## config.mk

```make
export PLATFORM = sky130hd
export DESIGN_NAME = des_round_key_sequencer
export DESIGN_NICKNAME = d
export VERILOG_FILES = /design/src/rtl/des_round_key_sequencer.sv
export SDC_FILE = /design/constraint.sdc
export NUM_CORES = 2
export LEC_CHECK = 0
export BUFFER_PORTS_ARGS = -buffer_cell sky130_fd_sc_hd__buf_2
export CORE_AREA = 2 2 327 329
export DETAILED_ROUTE_END_ITERATION = 8
export DIE_AREA = 0 0 329 331
export SETUP_SLACK_MARGIN = 0.1
export SLEW_MARGIN = 20
export SYNTH_ARGS = -nofsm -noshare
export SYNTH_HDL_FRONTEND = slang
export SYNTH_SLANG_ARGS = --single-unit
```

## constraint.sdc

```tcl
create_clock -name i_clk -period 9.24 [get_ports i_clk]
set_input_delay 1.386 -clock i_clk [delete_from_list [all_inputs] [get_ports i_clk]]
set_output_delay 1.386 -clock i_clk [all_outputs]
set_load 0.01 [all_outputs]
```

## src/rtl/des_round_key_sequencer.sv

```systemverilog
// -----------------------------------------------------------------------------
// des_round_key_sequencer
//
// Purpose:
//   Sits between the DES key generator and an iterative DES round engine.
//   On an accepted start request it snapshots the full round-key bus, which
//   frees the generator to reload. It then serves one round key per
//   valid/ready handshake. Keys go out in ascending order (1..16) for
//   encryption and in descending order (16..1) for decryption, so the round
//   engine never has to know the key order.
//
// Ports:
//   i_clk        clock; all logic runs on the rising edge
//   i_rst        synchronous reset, active-high
//   i_rk         round-key bus [0:767]; round n is bits 48*(n-1) .. 48*n-1
//   i_generated  level; high while i_rk is valid
//   i_start      single-cycle request to begin a key sequence
//   i_decrypt    sampled with i_start; 0 = order 1..16, 1 = order 16..1
//   i_abort      cancels the sequence in progress; also blocks a start in IDLE
//   i_key_ready  the round engine accepts o_key this cycle
//   o_key        current round key [0:47]; holds its value when not valid
//   o_key_valid  o_key holds a valid key
//   o_round      round number of o_key minus 1, in natural numbering
//   o_last       high with o_key_valid when o_key is the final key
//   o_busy       a sequence is in progress
//   o_done       one-cycle pulse after the final transfer
//   o_err        one-cycle pulse when a start is rejected (no valid keys)
// -----------------------------------------------------------------------------
module des_round_key_sequencer #(
  parameter int NUM_ROUNDS = 16,
  parameter int KEY_W      = 48
) (
  input  logic                            i_clk,
  input  logic                            i_rst,
  input  logic [0:NUM_ROUNDS*KEY_W-1]     i_rk,
  input  logic                            i_generated,
  input  logic                            i_start,
  input  logic                            i_decrypt,
  input  logic                            i_abort,
  input  logic                            i_key_ready,
  output logic [0:KEY_W-1]                o_key,
  output logic                            o_key_valid,
  output logic [$clog2(NUM_ROUNDS)-1:0]   o_round,
  output logic                            o_last,
  output logic                            o_busy,
  output logic                            o_done,
  output logic                            o_err
);

  localparam int IDX_W  = $clog2(NUM_ROUNDS);
  localparam int SNAP_W = NUM_ROUNDS * KEY_W;
  localparam int BASE_W = $clog2(SNAP_W);

  localparam logic [IDX_W-1:0] FIRST_IDX = '0;
  localparam logic [IDX_W-1:0] FINAL_IDX = IDX_W'(NUM_ROUNDS - 1);

  typedef enum logic {
    S_IDLE   = 1'b0,
    S_STREAM = 1'b1
  } state_t;

  state_t                r_state;
  state_t                w_state_nxt;

  logic [0:SNAP_W-1]     r_snap;
  logic [IDX_W-1:0]      r_idx;
  logic                  r_dec;
  logic                  r_done;
  logic                  r_err;

  logic                  w_streaming;
  logic                  w_last;
  logic                  w_accept;
  logic                  w_reject;
  logic                  w_xfer;
  logic [BASE_W-1:0]     w_base;

  // ---------------------------------------------------------------------------
  // Decode of the current cycle's events
  // ---------------------------------------------------------------------------
  assign w_streaming = (r_state == S_STREAM);

  // The final key is the top index when encrypting and index 0 when
  // decrypting; the index is therefore never stepped past either end.
  assign w_last = w_streaming && (r_idx == (r_dec ? FIRST_IDX : FINAL_IDX));

  // Abort dominates both a start in IDLE and a transfer in STREAM.
  assign w_accept = (r_state == S_IDLE) && i_start && !i_abort &&  i_generated;
  assign w_reject = (r_state == S_IDLE) && i_start && !i_abort && !i_generated;
  assign w_xfer   = w_streaming && i_key_ready && !i_abort;

  // Bit offset of the selected key inside the snapshot.
  assign w_base = BASE_W'(r_idx) * BASE_W'(KEY_W);

  // ---------------------------------------------------------------------------
  // State register
  // ---------------------------------------------------------------------------
  // NOTE: sequential state is assigned with <= so every flop samples the
  // pre-edge values of its peers, independent of block ordering.
  always_ff @(posedge i_clk) begin
    if (i_rst) begin
      r_state <= S_IDLE;
    end else begin
      r_state <= w_state_nxt;
    end
  end

  // ---------------------------------------------------------------------------
  // Next-state logic
  // ---------------------------------------------------------------------------
  // NOTE: the default assignment at the top keeps this block purely
  // combinational; any path that skipped it would infer a latch.
  always_comb begin
    w_state_nxt = r_state;
    unique case (r_state)
      S_IDLE: begin
        if (w_accept) begin
          w_state_nxt = S_STREAM;
        end
      end
      S_STREAM: begin
        if (i_abort || (w_xfer && w_last)) begin
          w_state_nxt = S_IDLE;
        end
      end
      default: w_state_nxt = S_IDLE;
    endcase
  end

  // ---------------------------------------------------------------------------
  // Snapshot, index and status pulses
  // ---------------------------------------------------------------------------
  // NOTE: the 768-bit snapshot is cleared on reset on purpose, so that o_key
  // reads as zero after reset instead of exposing stale key material.
  always_ff @(posedge i_clk) begin
    if (i_rst) begin
      r_snap <= '0;
      r_idx  <= '0;
      r_dec  <= 1'b0;
      r_done <= 1'b0;
      r_err  <= 1'b0;
    end else begin
      r_done <= w_xfer && w_last;
      r_err  <= w_reject;

      if (w_accept) begin
        r_snap <= i_rk;
        r_dec  <= i_decrypt;
        r_idx  <= i_decrypt ? FINAL_IDX : FIRST_IDX;
      end else if (w_xfer && !w_last) begin
        r_idx  <= r_dec ? (r_idx - 1'b1) : (r_idx + 1'b1);
      end
    end
  end

  // ---------------------------------------------------------------------------
  // Outputs
  // ---------------------------------------------------------------------------
  // o_key is read straight from the snapshot. Index and snapshot only change
  // on an accepted start or a transfer, so the key holds through stalls and
  // after the sequence ends.
  always_comb begin
    o_key       = r_snap[w_base +: KEY_W];
    o_key_valid = w_streaming;
    o_busy      = w_streaming;
    o_round     = r_idx;
    o_last      = w_last;
    o_done      = r_done;
    o_err       = r_err;
  end

endmodule

```

# ---- Yosys cells after proc, flatten, opt, wreduce, memory -nomap -nowiden
# Cells that the tools add are included.
dict set report totals {
  ff_bits 776
  output_inout_bits 57
}
dict set report classes {
  n_addsub 2
  multipliers 1
  n_eq_ne 1
  shifts 1
  mux 8
  bitwise_logic 2
  reduce_logical 14
}
# operator n
set op_table {}
lappend op_table {{$shiftx 768x11->769} 1}
lappend op_table {{$mux 4} 5}
lappend op_table {{$not 10->11} 1}
lappend op_table {{$logic_and 1x1->1} 9}
lappend op_table {{$mul 4x2->6 const B} 1}
lappend op_table {{$add 4x1->4 const B} 1}
lappend op_table {{$eq 4x4->1} 1}
lappend op_table {{$sub 4x1->4 const B} 1}
lappend op_table {{$logic_not 1->1} 3}
lappend op_table {{$mux 1} 2}
lappend op_table {{$pmux 1 s2} 1}
lappend op_table {{$reduce_bool 2->1} 1}
lappend op_table {{$logic_or 1x1->1} 1}
lappend op_table {{$not 1->1} 1}

# ---- Depth between registers and ports, before layout
dict set report depth {
  word_depth 7
  ltp_mapped 13
}

# ---- Worst setup path before layout
# Ideal clock, no wire load.
dict set report synth_timing {
  path_kind {flip-flop to output port}
  start {register r_idx[1] (netlist: o_round[1])}
  end {output o_key[18] in the netlist's numbering}
  t_arrival_ns 2.960
  slack_ns 4.894
  path_stages_with_launch 11
  path_buffers 2
  cell_sequence {dfxtp_1 -> ha_1 -> inv_1 -> fa_1 -> xnor2_2 -> buf_6 -> buf_6 -> mux2i_1 -> a32oi_1 -> o211a_1 -> or4_1}
}
dict set report synth_via {
  elab_chain_len 3
}
# element line_no
set synth_lines {}
lappend synth_lines {{start, declared} 66} ;# logic [IDX_W-1:0] r_idx;
lappend synth_lines {{start signal, assigned} 149} ;# r_idx <= i_decrypt ? FINAL_IDX : FIRST_IDX;
lappend synth_lines {{start signal, assigned} 151} ;# r_idx <= r_dec ? (r_idx - 1'b1) : (r_idx + 1'b1);
lappend synth_lines {{$mul 4x2->6} 93} ;# assign w_base = BASE_W'(r_idx) * BASE_W'(KEY_W);
lappend synth_lines {{$not 10->11 (implied by the code)} 163} ;# o_key = r_snap[w_base +: KEY_W];
lappend synth_lines {{$shiftx 768x11->769} 163}
lappend synth_lines {{end, declared} 41} ;# output logic [0:KEY_W-1] o_key,
# No other way between the ends.

# ---- Worst setup path in the final report
dict set report layout_timing {
  start {register r_idx[0] (netlist: o_round[0])}
  end {output o_key[30] in the netlist's numbering}
}
# Same word-level chain as after synthesis.

==> results.md <==
- The run finished with clean final reports.
- The number of pins with negative max-slew slack in the final report is 0.
- In the synthesized netlist, the cells that appear most often are sky130_fd_sc_hd__nand2_1, sky130_fd_sc_hd__a21oi_1, sky130_fd_sc_hd__dfxtp_1, sky130_fd_sc_hd__mux2i_1, sky130_fd_sc_hd__mux4_2.
- The critical path class is reg -> out.
- Summing every instance area after synthesis gives 44300 um^2.
- The wire-length estimate of the detail-placed layout is 188 mm.
- In the final layout, the share of cells above drive strength 1 is 0.245.
- The clock transition at the registers of the reported paths is 60 ps.
- OpenSTA, run right after detailed placement, puts the worst setup slack at about 3000 ps.
- In the synthesized netlist the async set-or-reset flop fraction comes to 0.
- CTS saw 776 sinks.
- The routability congestion estimate from global placement is 1.03.
- The overall global routing resource usage is 0.419.
- The shortest period the worst path allows is 7120 ps.
- The first-pass GRT wire length is 319 mm.
- The TritonCTS clock tree is built.
- The number of hold buffers added after CTS was 0.
- Wires add up to 237 mm.
- Post-CTS repair changed the size of 0 cells.
- The synthesized instance count is 5137.
- The maximum number of pins on one net before global-route repair is approximately 230.
- The synthesized area per cell is between 8 and 9 um^2.
- The worst hold path begins at r_snap[132].
- The clock latency reported for the late side of the worst-skew pair is 700 ps.
- Yosys mapped a number of flops with a built-in enable equal to 0.
- The tightest min-delay check is of the reg -> reg type.
- The worst hold path passes through 2 cells.
- The maximum level of the CTS H-tree is 3.
- The worst setup path is captured at an output port.
- The share of synthesized area in the top cell type comes to 0.351.
- The remaining routing DRC violations is 0.
- The worst-margin pin slew is roughly 1200 ps.
- The flop and latch count out of synthesis is 776.
- The I/O pin total is 832.
- Of the synthesized area, sequential elements account for 0.351.
- Setup repair after global routing left no endpoint under its margin.
- The fmax is ~140 MHz.
- The floorplan row count is 119.
- The setup slack of the most critical reg-to-reg path is 5760 ps.
- For this design the static power due to leakage is 18.5 nW.
- Walking the worst path, the cells encountered are ha_4, inv_1, fa_4, inv_1, buf_4, nor3_1, buf_4, nand3_1, o22ai_1, a211o_1, buf_2.
- The netlist uses 64 different library cells.
- The number of endpoints with negative hold slack in the final report is 0.
- The die covers 109000 um^2.
- In this run the power density over the cells is 169 nW/um^2.
- The DRC marker count from the first detailed-route iteration is 6221.
- The leading area contributor after synthesis is sky130_fd_sc_hd__dfxtp_1.
- The worst reg2reg path depth is 6.
- The post-detailed-route via-to-cell ratio is approximately 6.3.
- The post-detailed-route wirelength per cell is 33.3 um.
- The number of buffers added on ports is 831.
- When the netlist entered floorplanning its net count stood at 5920.
- The aggregate negative setup slack is 0 ps.
- The net total in the final layout is 6426.
- In the post-synthesis netlist, the biggest area contributors are sky130_fd_sc_hd__dfxtp_1, sky130_fd_sc_hd__mux4_2, sky130_fd_sc_hd__nand2_1.
- The number of CTS-inserted buffers is 84.
- The residual overflow from global routing is 0.
- The endpoint with the worst hold slack is r_snap[132].
- The final-report setup violation count is 0.
- The data arrival time of the critical path is 5740 ps.
- The total chip power is 8.73 mW.
- The initial antenna violation count was 23.
- The height of the die is around 330 um.
- The number of global-route vias before repair is 41482.
- The count of nets left with antenna violations once routing finished came out at 0.
- The flip-flop cell with the highest count after synthesis is sky130_fd_sc_hd__dfxtp_1.
- Setup slack closes at 2120 ps.
- The final route contains 44732 vias.
- Between clock sinks in the finished design, the worst skew comes to approximately 18 ps.
- In this design, the largest share of critical-path delay is due to adder cells.
- In this run the tightest slew margin relative to its limit is 0.192.
- For this run, the number of Yosys warnings is 0.
- The region available for standard cell placement spans 105000 um^2.
- The number of max-cap violations is 0.
- The delay of the slowest cell on the worst path is 1230 ps.
- The relative area change from synthesis to final layout is 16.4%.
- In this run the worst path has a maximum fanout of 37.
- The largest vdd supply drop is 0.142 mV.
- The initial utilization of the core area, before any placement, comes to 0.422.
- The endpoint identified for the worst register-to-register timing path is r_snap[385].
- The CTS root buffer is sky130_fd_sc_hd__clkbuf_16.
- In this run the horizontal extent of the chip is 329 um.
- The ratio of final minimum period to clock period is 0.771.
- The buffer levels on the longest clock path is 3.
- The total setup buffers inserted after CTS is 0.
- At the worst endpoint, the required time is 7850 ps.
- The number of buffer and inverter instances along the worst setup path is 5.
- The startpoint type of the worst setup path is a flop.
- The most common cell in the synthesized netlist is sky130_fd_sc_hd__nand2_1.
- The filler cells instantiated in the layout total 10366.
- The slowest cell on the critical path is sky130_fd_sc_hd__fa_4.
- The first detailed-routing pass took 6 iterations.
- The startpoint identified for the worst register-to-register timing path is o_busy.
-- worst reg2reg max path: cells and delay by family, from the launching register on --
kind / cells / cell delay, ps
AOI/OAI and AO/OA: 1 / 90
buffers and inverters: 2 / 990
DFF: 1 / 390
and+or+nand+nor: 3 / 1860
-- per-stage QoR --
stage,cell area [um^2],utilization,hold WS (ps),cells
after floorplan,44300,-,433,5137
after global placement,48700,0.464,463,6945
after detailed placement,48700,0.464,465,6945
after CTS,51500,0.491,473,7098
after global routing,51600,0.492,492,7103
final,51600,0.492,473,7107
-- routing by layer --
metal  track usage  up-vias  wire length [um]
met2         0.628     2700            102000
met3         0.129      568             28000
met4         0.235       28             15500
li1              -    19239                 -
met5             0        -               194
met1         0.537    22197             90700
-- state kept, by name (all words and copies together) (netlist names) --
name	cells
o_err	1
o_done	1
r_snap	768
o_busy	1
r_dec	1
o_round	4
-- cells in the final DEF (no fill, tap or decap), types with 6 or more instances in the layout --
cell / instances
sky130_fd_sc_hd__and2_1: 7
sky130_fd_sc_hd__inv_1: 9
sky130_fd_sc_hd__o21ai_1: 15
sky130_fd_sc_hd__clkbuf_1: 16
sky130_fd_sc_hd__o2bb2ai_1: 7
sky130_fd_sc_hd__a21oi_1: 809
sky130_fd_sc_hd__nor3_1: 17
sky130_fd_sc_hd__clkinvlp_4: 7
sky130_fd_sc_hd__clkbuf_16: 86
sky130_fd_sc_hd__buf_4: 42
sky130_fd_sc_hd__nand4_1: 9
sky130_fd_sc_hd__mux4_1: 10
sky130_fd_sc_hd__o221ai_1: 15
sky130_fd_sc_hd__and3_1: 9
sky130_fd_sc_hd__mux4_2: 340
sky130_fd_sc_hd__clkinv_2: 15
sky130_fd_sc_hd__nand2_1: 1804
sky130_fd_sc_hd__dfxtp_1: 775
sky130_fd_sc_hd__a22oi_1: 11
sky130_fd_sc_hd__o21ai_0: 12
sky130_fd_sc_hd__nor2_1: 38
sky130_fd_sc_hd__clkbuf_8: 15
sky130_fd_sc_hd__a211o_1: 21
sky130_fd_sc_hd__o22ai_1: 74
sky130_fd_sc_hd__buf_12: 16
sky130_fd_sc_hd__a31oi_1: 15
sky130_fd_sc_hd__a211oi_1: 10
sky130_fd_sc_hd__a32oi_1: 52
sky130_fd_sc_hd__buf_2: 830
sky130_fd_sc_hd__nand3_1: 46
sky130_fd_sc_hd__o211ai_1: 17
sky130_fd_sc_hd__diode_2: 6
sky130_fd_sc_hd__or4_1: 13
sky130_fd_sc_hd__mux2i_1: 435
sky130_fd_sc_hd__o22a_1: 6
sky130_fd_sc_hd__bufinv_16: 6
sky130_fd_sc_hd__o211a_1: 9
-- layout make-up --
| type | count | area (um^2) | share of cell area |
|---|---|---|---|
| Timing Repair Buffer | 892 | 4850 | 0.0939 |
| Sequential cell | 776 | 15500 | 0.301 |
| Inverter | 11 | 43.8 | 0.000849 |
| Multi-Input combinational cell | 3878 | 26600 | 0.515 |
| Clock buffer | 117 | 2420 | 0.0469 |
| Antenna cell | 6 | 15.0 | 0.000291 |
| Tap cell | 1391 | 1740 | 0.0337 |
| Clock inverter | 36 | 433 | 0.00839 |
-- power breakdown --
part | switching [mW] | internal [mW]
combinational | 0.918 | 0.608
clock | 1.49 | 2.01
sequential | 0.240 | 3.46
-- logic make-up after synthesis --
family | share of synthesized area
flip-flops | 0.351
AND/OR/NAND/NOR | 0.174
XOR/XNOR | 0.00133
buffers and inverters | 0.0525
AO/OA/AOI/OAI | 0.141
adder cells (fa/ha/maj) | 0.00260
multiplexers | 0.278
-- worst max path at each step --
stage / from / end / depth (start not counted)
floorplan: o_round[1] / o_key[18] / 10
global placement: o_round[0] / o_key[40] / 11
detailed placement: o_round[0] / o_key[37] / 11
CTS: o_round[0] / o_key[37] / 11
global route: o_round[0] / o_key[28] / 11
finish: o_round[0] / o_key[30] / 11
(Power assumes the default switching activity.)
